File: src/rtl/cpu_pkg.sv
// Shared pipeline definitions: forwarding-select encodings, stage valid bundle
// and the architectural zero register.
package cpu_pkg;

    localparam int ZERO_REG_DEFAULT = 31;

    typedef enum logic [1:0] {
        FWD_RF  = 2'b00,
        FWD_WB  = 2'b01,
        FWD_MEM = 2'b10
    } fwd_sel_e;

    typedef struct packed {
        logic ifid;
        logic idex;
        logic exmem;
        logic memwb;
    } stage_valid_t;

    // The younger producer (EX/MEM) holds the newer value, so it wins over MEM/WB.
    function automatic fwd_sel_e fwd_pick(input logic mem_hit, input logic wb_hit);
        if (mem_hit) return FWD_MEM;
        if (wb_hit)  return FWD_WB;
        return FWD_RF;
    endfunction

endpackage

File: src/rtl/sat_counter.sv
// Saturating up-counter: counts cycles with inc=1 and sticks at all-ones.
module sat_counter #(
    parameter int CNT_W = 32
) (
    input  logic             clk,
    input  logic             rst,
    input  logic             inc,
    output logic [CNT_W-1:0] count
);

    logic [CNT_W-1:0] count_q;
    logic [CNT_W-1:0] count_d;

    // NOTE: defaulting count_d before the conditional keeps this block free of latches.
    always_comb begin
        count_d = count_q;
        if (inc && (count_q != {CNT_W{1'b1}})) begin
            count_d = count_q + {{(CNT_W-1){1'b0}}, 1'b1};
        end
    end

    // NOTE: sequential state uses non-blocking assignments so all flops update together.
    always_ff @(posedge clk) begin
        if (rst) begin
            count_q <= '0;
        end else begin
            count_q <= count_d;
        end
    end

    assign count = count_q;

endmodule

File: src/rtl/hazard_ctrl.sv
// Pipeline hazard unit: EX operand forwarding, load-use / stall-only interlocks,
// branch flush, stage valid bits and saturating performance counters.
module hazard_ctrl
    import cpu_pkg::*;
#(
    parameter int AW       = 5,
    parameter int ZERO_REG = ZERO_REG_DEFAULT,
    parameter int FWD_EN   = 1,
    parameter int CNT_W    = 32
) (
    input  logic             clk,
    input  logic             rst,
    input  logic [AW-1:0]    id_rn,
    input  logic [AW-1:0]    id_rm,
    input  logic             id_use_rn,
    input  logic             id_use_rm,
    input  logic [AW-1:0]    ex_rn,
    input  logic [AW-1:0]    ex_rm,
    input  logic [AW-1:0]    ex_rd,
    input  logic             ex_regwrite,
    input  logic             ex_memread,
    input  logic [AW-1:0]    mem_rd,
    input  logic             mem_regwrite,
    input  logic             mem_br_taken,
    input  logic [AW-1:0]    wb_rd,
    input  logic             wb_regwrite,
    output logic [1:0]       fwd_a,
    output logic [1:0]       fwd_b,
    output logic             pc_en,
    output logic             ifid_en,
    output logic             v_ifid,
    output logic             v_idex,
    output logic             v_exmem,
    output logic             v_memwb,
    output logic [CNT_W-1:0] stall_cnt,
    output logic [CNT_W-1:0] flush_cnt,
    output logic [CNT_W-1:0] retire_cnt
);

    localparam logic [AW-1:0] ZR = AW'(ZERO_REG);

    stage_valid_t valid_q;
    stage_valid_t valid_d;

    fwd_sel_e fwd_a_sel;
    fwd_sel_e fwd_b_sel;
    logic     mem_ok;
    logic     wb_ok;
    logic     ex_ld_ok;
    logic     ex_wr_ok;
    logic     id_hits_ex;
    logic     id_hits_mem;
    logic     stall;
    logic     flush;

    always_comb begin
        mem_ok    = valid_q.exmem & mem_regwrite & (mem_rd != ZR);
        wb_ok     = valid_q.memwb & wb_regwrite & (wb_rd != ZR);
        fwd_a_sel = FWD_RF;
        fwd_b_sel = FWD_RF;
        if (FWD_EN != 0) begin
            fwd_a_sel = fwd_pick(mem_ok && (mem_rd == ex_rn), wb_ok && (wb_rd == ex_rn));
            fwd_b_sel = fwd_pick(mem_ok && (mem_rd == ex_rm), wb_ok && (wb_rd == ex_rm));
        end
    end

    // Without forwarding, WB producers still need no stall: the register file writes through.
    always_comb begin
        ex_ld_ok    = valid_q.idex & ex_memread & (ex_rd != ZR);
        ex_wr_ok    = valid_q.idex & ex_regwrite & (ex_rd != ZR);
        id_hits_ex  = (id_use_rn & (ex_rd == id_rn)) | (id_use_rm & (ex_rd == id_rm));
        id_hits_mem = (id_use_rn & (mem_rd == id_rn)) | (id_use_rm & (mem_rd == id_rm));
        if (FWD_EN != 0) begin
            stall = ex_ld_ok & id_hits_ex;
        end else begin
            stall = (ex_wr_ok & id_hits_ex) | (mem_ok & id_hits_mem);
        end
        flush = valid_q.exmem & mem_br_taken;
    end

    // A taken branch squashes the younger stages; the branch itself moves on to WB.
    always_comb begin
        valid_d.ifid  = flush ? 1'b0 : (stall ? valid_q.ifid : 1'b1);
        valid_d.idex  = (flush | stall) ? 1'b0 : valid_q.ifid;
        valid_d.exmem = flush ? 1'b0 : valid_q.idex;
        valid_d.memwb = valid_q.exmem;
    end

    always_ff @(posedge clk) begin
        if (rst) begin
            valid_q <= '0;
        end else begin
            valid_q <= valid_d;
        end
    end

    assign fwd_a   = fwd_a_sel;
    assign fwd_b   = fwd_b_sel;
    assign pc_en   = ~stall | flush;
    assign ifid_en = ~stall | flush;
    assign v_ifid  = valid_q.ifid;
    assign v_idex  = valid_q.idex;
    assign v_exmem = valid_q.exmem;
    assign v_memwb = valid_q.memwb;

    sat_counter #(.CNT_W(CNT_W)) u_stall_cnt (
        .clk   (clk),
        .rst   (rst),
        .inc   (stall & ~flush),
        .count (stall_cnt)
    );

    sat_counter #(.CNT_W(CNT_W)) u_flush_cnt (
        .clk   (clk),
        .rst   (rst),
        .inc   (flush),
        .count (flush_cnt)
    );

    sat_counter #(.CNT_W(CNT_W)) u_retire_cnt (
        .clk   (clk),
        .rst   (rst),
        .inc   (valid_q.memwb),
        .count (retire_cnt)
    );

endmodule
File: config.mk
export PLATFORM = sky130hd
export DESIGN_NAME = hazard_ctrl
export DESIGN_NICKNAME = d
export VERILOG_FILES = /design/src/rtl/cpu_pkg.sv /design/src/rtl/sat_counter.sv /design/src/rtl/hazard_ctrl.sv
export SDC_FILE = /design/constraint.sdc
export NUM_CORES = 1
export LEC_CHECK = 0
export CORE_ASPECT_RATIO = 0.6
export CORE_MARGIN = 2
export CORE_UTILIZATION = 40
export CTS_CLUSTER_SIZE = 8
export DETAILED_ROUTE_END_ITERATION = 10
export PLACE_DENSITY = 0.75
export SYNTH_ARGS = -nofsm -noshare
export SYNTH_HDL_FRONTEND = slang
export SYNTH_HIERARCHICAL = 1
export SYNTH_SLANG_ARGS = --single-unit
File: constraint.sdc
create_clock -name clk -period 3.3 [get_ports clk]
set_clock_uncertainty 0.2 [all_clocks]
set_input_delay 0.33 -clock clk [delete_from_list [all_inputs] [get_ports clk]]
set_output_delay 0.33 -clock clk [all_outputs]
set_load 0.03 [all_outputs]
==> results of run 1 <==
[worst max-delay path, stage by stage]
cell and delay (ns):
sky130_fd_sc_hd__clkdlybuf4s50_1 0.46, sky130_fd_sc_hd__xor2_1 0.19, sky130_fd_sc_hd__nor4_2 0.28, sky130_fd_sc_hd__a32oi_1 0.17, sky130_fd_sc_hd__buf_4 0.17, sky130_fd_sc_hd__or3_1 0.36
sky130_fd_sc_hd__clkdlybuf4s50_1 0.61
[layout make-up]
class                   count  area [sq um]
repair buffers            179          1710
fillers                  1247          5940
well taps                 175           219
clock buffers               9           225
multi-input cells         521          3420
clock inverters             5          85.1
inverters                   6          22.5
flip-flops and latches    100          2000
[logic make-up after synthesis]
group,after synthesis,share of synthesized area (%)
flip-flops,100,36.0
AND/OR/NAND/NOR,305,32.6
multiplexers,9,1.76
AO/OA/AOI/OAI,153,17.9
adder cells (fa/ha/maj),3,0.675
XOR/XNOR,51,8.04
buffers and inverters,40,2.97
[per-layer routing]
layer / track usage (%) / vias to the layer above / share of wire [%]
met1: 33.6 / 2757 / 53
met4: 3.13 / 0 / 0.66
met3: 4.27 / 13 / 7.6
met2: 29.2 / 210 / 39
li1: - / 2844 / -
met5: 0 / - / 0
[synth_stat cells (7+ instances only)]
cell type                  instances
sky130_fd_sc_hd__nor3_1            7
sky130_fd_sc_hd__and3_1            9
sky130_fd_sc_hd__xor2_1           25
sky130_fd_sc_hd__or4_1            38
sky130_fd_sc_hd__nor2_1           43
sky130_fd_sc_hd__o31ai_1          36
sky130_fd_sc_hd__nor2b_1           7
sky130_fd_sc_hd__clkbuf_1         24
sky130_fd_sc_hd__or3_1            31
sky130_fd_sc_hd__xnor2_1          26
sky130_fd_sc_hd__nand4_1          30
sky130_fd_sc_hd__a21oi_1          66
sky130_fd_sc_hd__nand2_1          33
sky130_fd_sc_hd__nor4_1           17
sky130_fd_sc_hd__o21ai_0          24
sky130_fd_sc_hd__nand3_1          44
sky130_fd_sc_hd__dfxtp_1         100
sky130_fd_sc_hd__and4_1           12
sky130_fd_sc_hd__buf_2             9
[path summary, 6_finish.rpt]
| kind | slack (ns) | startpoint | end | cells after the start |
|---|---|---|---|---|
| worst min register to register | 0.28 | v_ifid | v_idex | 1 |
| worst max-delay path | 0.19 | ex_rd[4] | ifid_en | 7 |
| worst max register to register | 0.69 | u_retire_cnt/count[8] | u_retire_cnt/count[19] | 5 |
| worst min-delay path | 0.28 | v_ifid | v_idex | 1 |
[through the flow]
stage / instance area, sq um / util (%) / worst slack [ns] / hold WS, ns
final: 7690 / 56.4 / 0.185 / 0.281
after global routing: 7690 / 56.4 / 0.0512 / 0.302
after CTS: 7680 / 56.3 / 0.181 / 0.279
after detailed placement: 7370 / 54.1 / -0.164 / 0.266
after global placement: 7370 / 54.1 / -0.116 / 0.255
after floorplan: 5560 / - / 0.142 / 0.202
[state kept, by name (all words and copies together) (netlist names)]
register / flops
v_exmem: 1
v_idex: 1
v_memwb: 1
u_stall_cnt/count: 32
u_retire_cnt/count: 32
v_ifid: 1
u_flush_cnt/count: 32
[power by group]
| group | total, uW | switching (uW) | internal (uW) |
|---|---|---|---|
| Combinational | 150 | 71.8 | 78.6 |
| Clock | 1130 | 467 | 662 |
| Sequential | 1210 | 4.78 | 1210 |
| Total | 2490 | 543 | 1950 |
[timing repair]
item / 4_1_cts / 5_1_grt
endpoints found under the setup margin: 0 / 2
resized for setup: 0 / 2
setup buffers: 0 / 0
==> qor.txt, run 1 <==
CTS clock-pin slew for the worst setup and hold paths = 0.07 ns
Fin crit period = 3.11 ns
Vias = 5824
Iter 0 DRT Violations = 422
Antenna diodes = 0
Half-perimeter wire length after detailed placement = 11700 um
Instance count of the mapped netlist = 661
CTS tree = yes
Maximum frequency from static timing analysis = 321 MHz
Layout overhead on the synthesized area = 38.3%
Clock sink count = 100
Std cell rows = 33
Number of buffer cells added on primary ports = 148
Fraction of synthesized cell area taken by the top area cell type = 36.0%
Post-route clock period utilization = 94.4%
Routed len/inst = 16.2 um
Global-route wire length before repair = 25700 um
Power Dens Cells = 324 mW/mm^2
Synth top area cells = sky130_fd_sc_hd__dfxtp_1 (36%), sky130_fd_sc_hd__a21oi_1 (5.9%), sky130_fd_sc_hd__or4_1 (5.1%)
Clock H-tree levels = 3
Clock insertion delay at the later pin of the skew report = 0.34 ns
Chip Width = 156 um
Number of global-route vias before repair = 5004
Syn_area_per_cell = 8.41 sq um
Number of buffers inserted during clock tree synthesis = 9
Most frequent cells in the layout = sky130_fd_sc_hd__clkdlybuf4s50_1 (147), sky130_fd_sc_hd__dfxtp_1 (100), sky130_fd_sc_hd__a21oi_1 (66)
Number of antenna-violating nets in the routed design = 0
Class of the worst hold path = reg -> reg
Static Leak = 0.00232 uW
Transition at the pin with the smallest max-transition slack = 0.823 ns
Longest Clk Path Bufs = 2
Required time at the worst-slack endpoint = 2.77 ns
Die height = 95.3 um
Arrival time of the worst setup path = 2.58 ns
Status = completed
Final cell count without fillers = 995
Count of placed standard cells including taps = 981
Total Routed Length = 16100 um
Number of enable-type register cells in the synthesized netlist = 0
Number of optimization iterations in the first detailed-route pass = 5
Core region area = 0.0136 sq mm
Library cell occupying the most area in the post-synthesis netlist = sky130_fd_sc_hd__dfxtp_1
Syn_nets = 708
Final hold violation count = 0
Max capacitance violation total = 0
Maximum number of pins on one net before global-route repair = 79
Most common cell after layout, fill and taps aside = sky130_fd_sc_hd__clkdlybuf4s50_1
Ports = 150
Synth unique cells = 45
# nets final = 864
Setup crit end kind = output port
Clk Tree Root Cell = sky130_fd_sc_hd__clkbuf_16
Routability-driven placement congestion ratio = 0.852
Total setup violations reported at the end of the flow = 0
Seq cells post-synth = 100
Die Outline Area = 0.0149 sq mm
Quantity of hold-fixing buffers added after cts = 0
Fraction of layout cells with a size suffix above 1 = 9.39%
Sequential area share after synthesis = 36.0%
Overflow after GRT = 0
Critical path type = in -> out
Final Power = 2490 uW
Async set or reset register ratio after synthesis = 0%
Vias per cell = 5.85
Sum of negative setup slack = 0 ns
Warnings from Yosys = 6
Starting density of the core = 40.8%
Worst-case headroom to the max-slew limit = 45.1%
Maximum net fanout on the critical path = 3
Unrepaired setup endpoints after global routing = no
Initial antenna violation count = 0
Worst ir drop on vdd = 283 uV
Startpoint kind of the worst setup timing path = input pin
Slew Limit Fails = 0
Predominant post-synthesis flop cell = sky130_fd_sc_hd__dfxtp_1
Synth Cell Area = 0.00556 sq mm
Number of DRC violations after detailed routing = 0
Aggregate global-route resource usage = 21.1%
Note: power is estimated with default switching activity, not from simulation.
==> run 2, diff against run 1 <==
- CAP_MARGIN: default -> 20
- CELL_PAD_IN_SITES_DETAIL_PLACEMENT: default -> 1
- CELL_PAD_IN_SITES_GLOBAL_PLACEMENT: default -> 1
- CORE_UTILIZATION: 40 -> 32
- PLACE_DENSITY: 0.75 -> 0.8
- clock period: 3.3 -> 2.8 ns (I/O delays scaled with it)
==> qor.txt, run 2 (same netlist as run 1, synthesis figures left out) <==
Status = completed
Longest Clk Path Bufs = 2
Worst hold margin = 0.267 ns
Routability-driven placement congestion ratio = 0.802
Setup crit end kind = flip-flop
Die Outline Area = 0.0185 sq mm
Routed len/inst = 18.1 um
Number of antenna-violating nets in the routed design = 0
Most common cell after layout, fill and taps aside = sky130_fd_sc_hd__clkdlybuf4s50_1
Max capacitance violation total = 0
Core region area = 0.0171 sq mm
Fraction of layout cells with a size suffix above 1 = 15.1%
Most frequent cells in the layout = sky130_fd_sc_hd__clkdlybuf4s50_1 (127), sky130_fd_sc_hd__dfxtp_1 (100), sky130_fd_sc_hd__buf_4 (67)
Hold Path Origin = rst
Iter 0 DRT Violations = 238
Worst-case headroom to the max-slew limit = 52.1%
Aggregate global-route resource usage = 21.5%
Vias = 6056
Number of fillers in the final layout = 2000
Maximum net fanout on the critical path = 4
Total Routed Length = 19800 um
Final hold violation count = 0
Post-route clock period utilization = 94.9%
Half-perimeter wire length after detailed placement = 15000 um
Layout overhead on the synthesized area = 45.0%
Arrival time of the worst setup path = 2.73 ns
Number of DRC violations after detailed routing = 0
CTS clock-pin slew for the worst setup and hold paths = 0.08 ns
Required time at the worst-slack endpoint = 2.87 ns
Last element of the critical path = u_stall_cnt/count[30]
Static Leak = 0.00257 uW
Std cell rows = 37
Transition at the pin with the smallest max-transition slack = 0.713 ns
Clock insertion delay at the later pin of the skew report = 0.35 ns
Maximum number of pins on one net before global-route repair = 61
Critical path type = in -> reg
Class of the worst hold path = in -> reg
Clock H-tree levels = 3
Ports = 150
Chip Width = 174 um
Starting density of the core = 32.5%
End of the worst register-to-register path = u_stall_cnt/count[14]
Power Dens Cells = 356 mW/mm^2
Die height = 106 um
Worst Reg-to-Reg Cells = 6
Startpoint of the most critical register-to-register path = u_stall_cnt/count[9]
CTS tree = yes
Slew Limit Fails = 0
Smallest setup slack after layout = 0.143 ns
Number of buffer cells added on primary ports = 148
Finished Cell Area = 0.00806 sq mm
Vias per cell = 5.55
Start point of the critical path = ex_rd[4]
Unrepaired setup endpoints after global routing = no
Overflow after GRT = 0
Sum of negative setup slack = 0 ns
Worst ir drop on vdd = 247 uV
# nets final = 899
Clk Tree Root Cell = sky130_fd_sc_hd__clkbuf_16
Fin crit period = 2.66 ns
Area after detailed placement = 0.00770 sq mm
Number of global-route vias before repair = 6075
Startpoint kind of the worst setup timing path = input pin
Clock sink count = 100
Number of optimization iterations in the first detailed-route pass = 5
Global-route wire length before repair = 32500 um
Number of buffers inserted during clock tree synthesis = 9
Initial antenna violation count = 2
Maximum frequency from static timing analysis = 376 MHz
Quantity of hold-fixing buffers added after cts = 0
Setup Slack @ Placement = -0.597 ns
FF-to-FF setup slack = 0.18 ns
Total setup violations reported at the end of the flow = 0
[run 2: area by class of cell]
cell class / count / area (sq um) / share of cell area, %
Timing Repair Buffer: 214 / 1970 / 24.5
Multi-Input combinational cell: 521 / 3470 / 43.0
Antenna cell: 1 / 2.50 / 0.0310
Inverter: 6 / 22.5 / 0.279
Sequential cell: 100 / 2000 / 24.8
Clock buffer: 11 / 253 / 3.14
Clock inverter: 5 / 43.8 / 0.543
Tap cell: 234 / 293 / 3.63
[run 2: worst min path at each step]
stage | to | cells past startpoint
finish | u_stall_cnt/count[16] | 2
global route | v_idex | 1
CTS | u_stall_cnt/count[16] | 2
detailed placement | v_idex | 1
global placement | v_idex | 1
floorplan | v_memwb | 1
[run 2: per-stage QoR]
step                      utilization (%)  instances  total power, uW
after floorplan                         -        661             1540
after global placement               45.1       1072             1650
after detailed placement             45.1       1072             1650
after CTS                            47.1       1091             2920
after global routing                 47.2       1091             2980
final                                47.2       1092             2870
[run 2: report_power, final]
part           switching, uW  internal [uW]  leakage [uW]
sequential              3.91           1420      0.000806
combinational           95.5           92.3       0.00163
clock                    591            664      0.000140
total                    690           2180       0.00257
[run 2: worst max-delay path: stages]
cell and delay, ns:
sky130_fd_sc_hd__clkdlybuf4s15_2 0.22, sky130_fd_sc_hd__xor2_1 0.17, sky130_fd_sc_hd__nor4_2 0.30, sky130_fd_sc_hd__a32oi_2 0.21, sky130_fd_sc_hd__nor3_2 0.22, sky130_fd_sc_hd__buf_4 0.16
sky130_fd_sc_hd__buf_4 0.13, sky130_fd_sc_hd__nand3_2 0.07, sky130_fd_sc_hd__or3_4 0.35, sky130_fd_sc_hd__or4_1 0.47, sky130_fd_sc_hd__a21oi_1 0.14
[run 2: layer usage]
metal  up-vias  share of wire (%)  GRT usage, %
li1       2912                  -             -
met1      2979                 52          31.9
met2       145                 42          32.0
met3        18                5.5          4.76
met4         2               0.78          3.84
met5         -              0.066             0
[run 2: what timing repair did]
action	4_1_cts	5_1_grt
endpoints found under the setup margin	19	14
endpoints found under the hold margin	0	0
pin swaps	12	6
resized for setup	44	5
buffers inserted	3	1
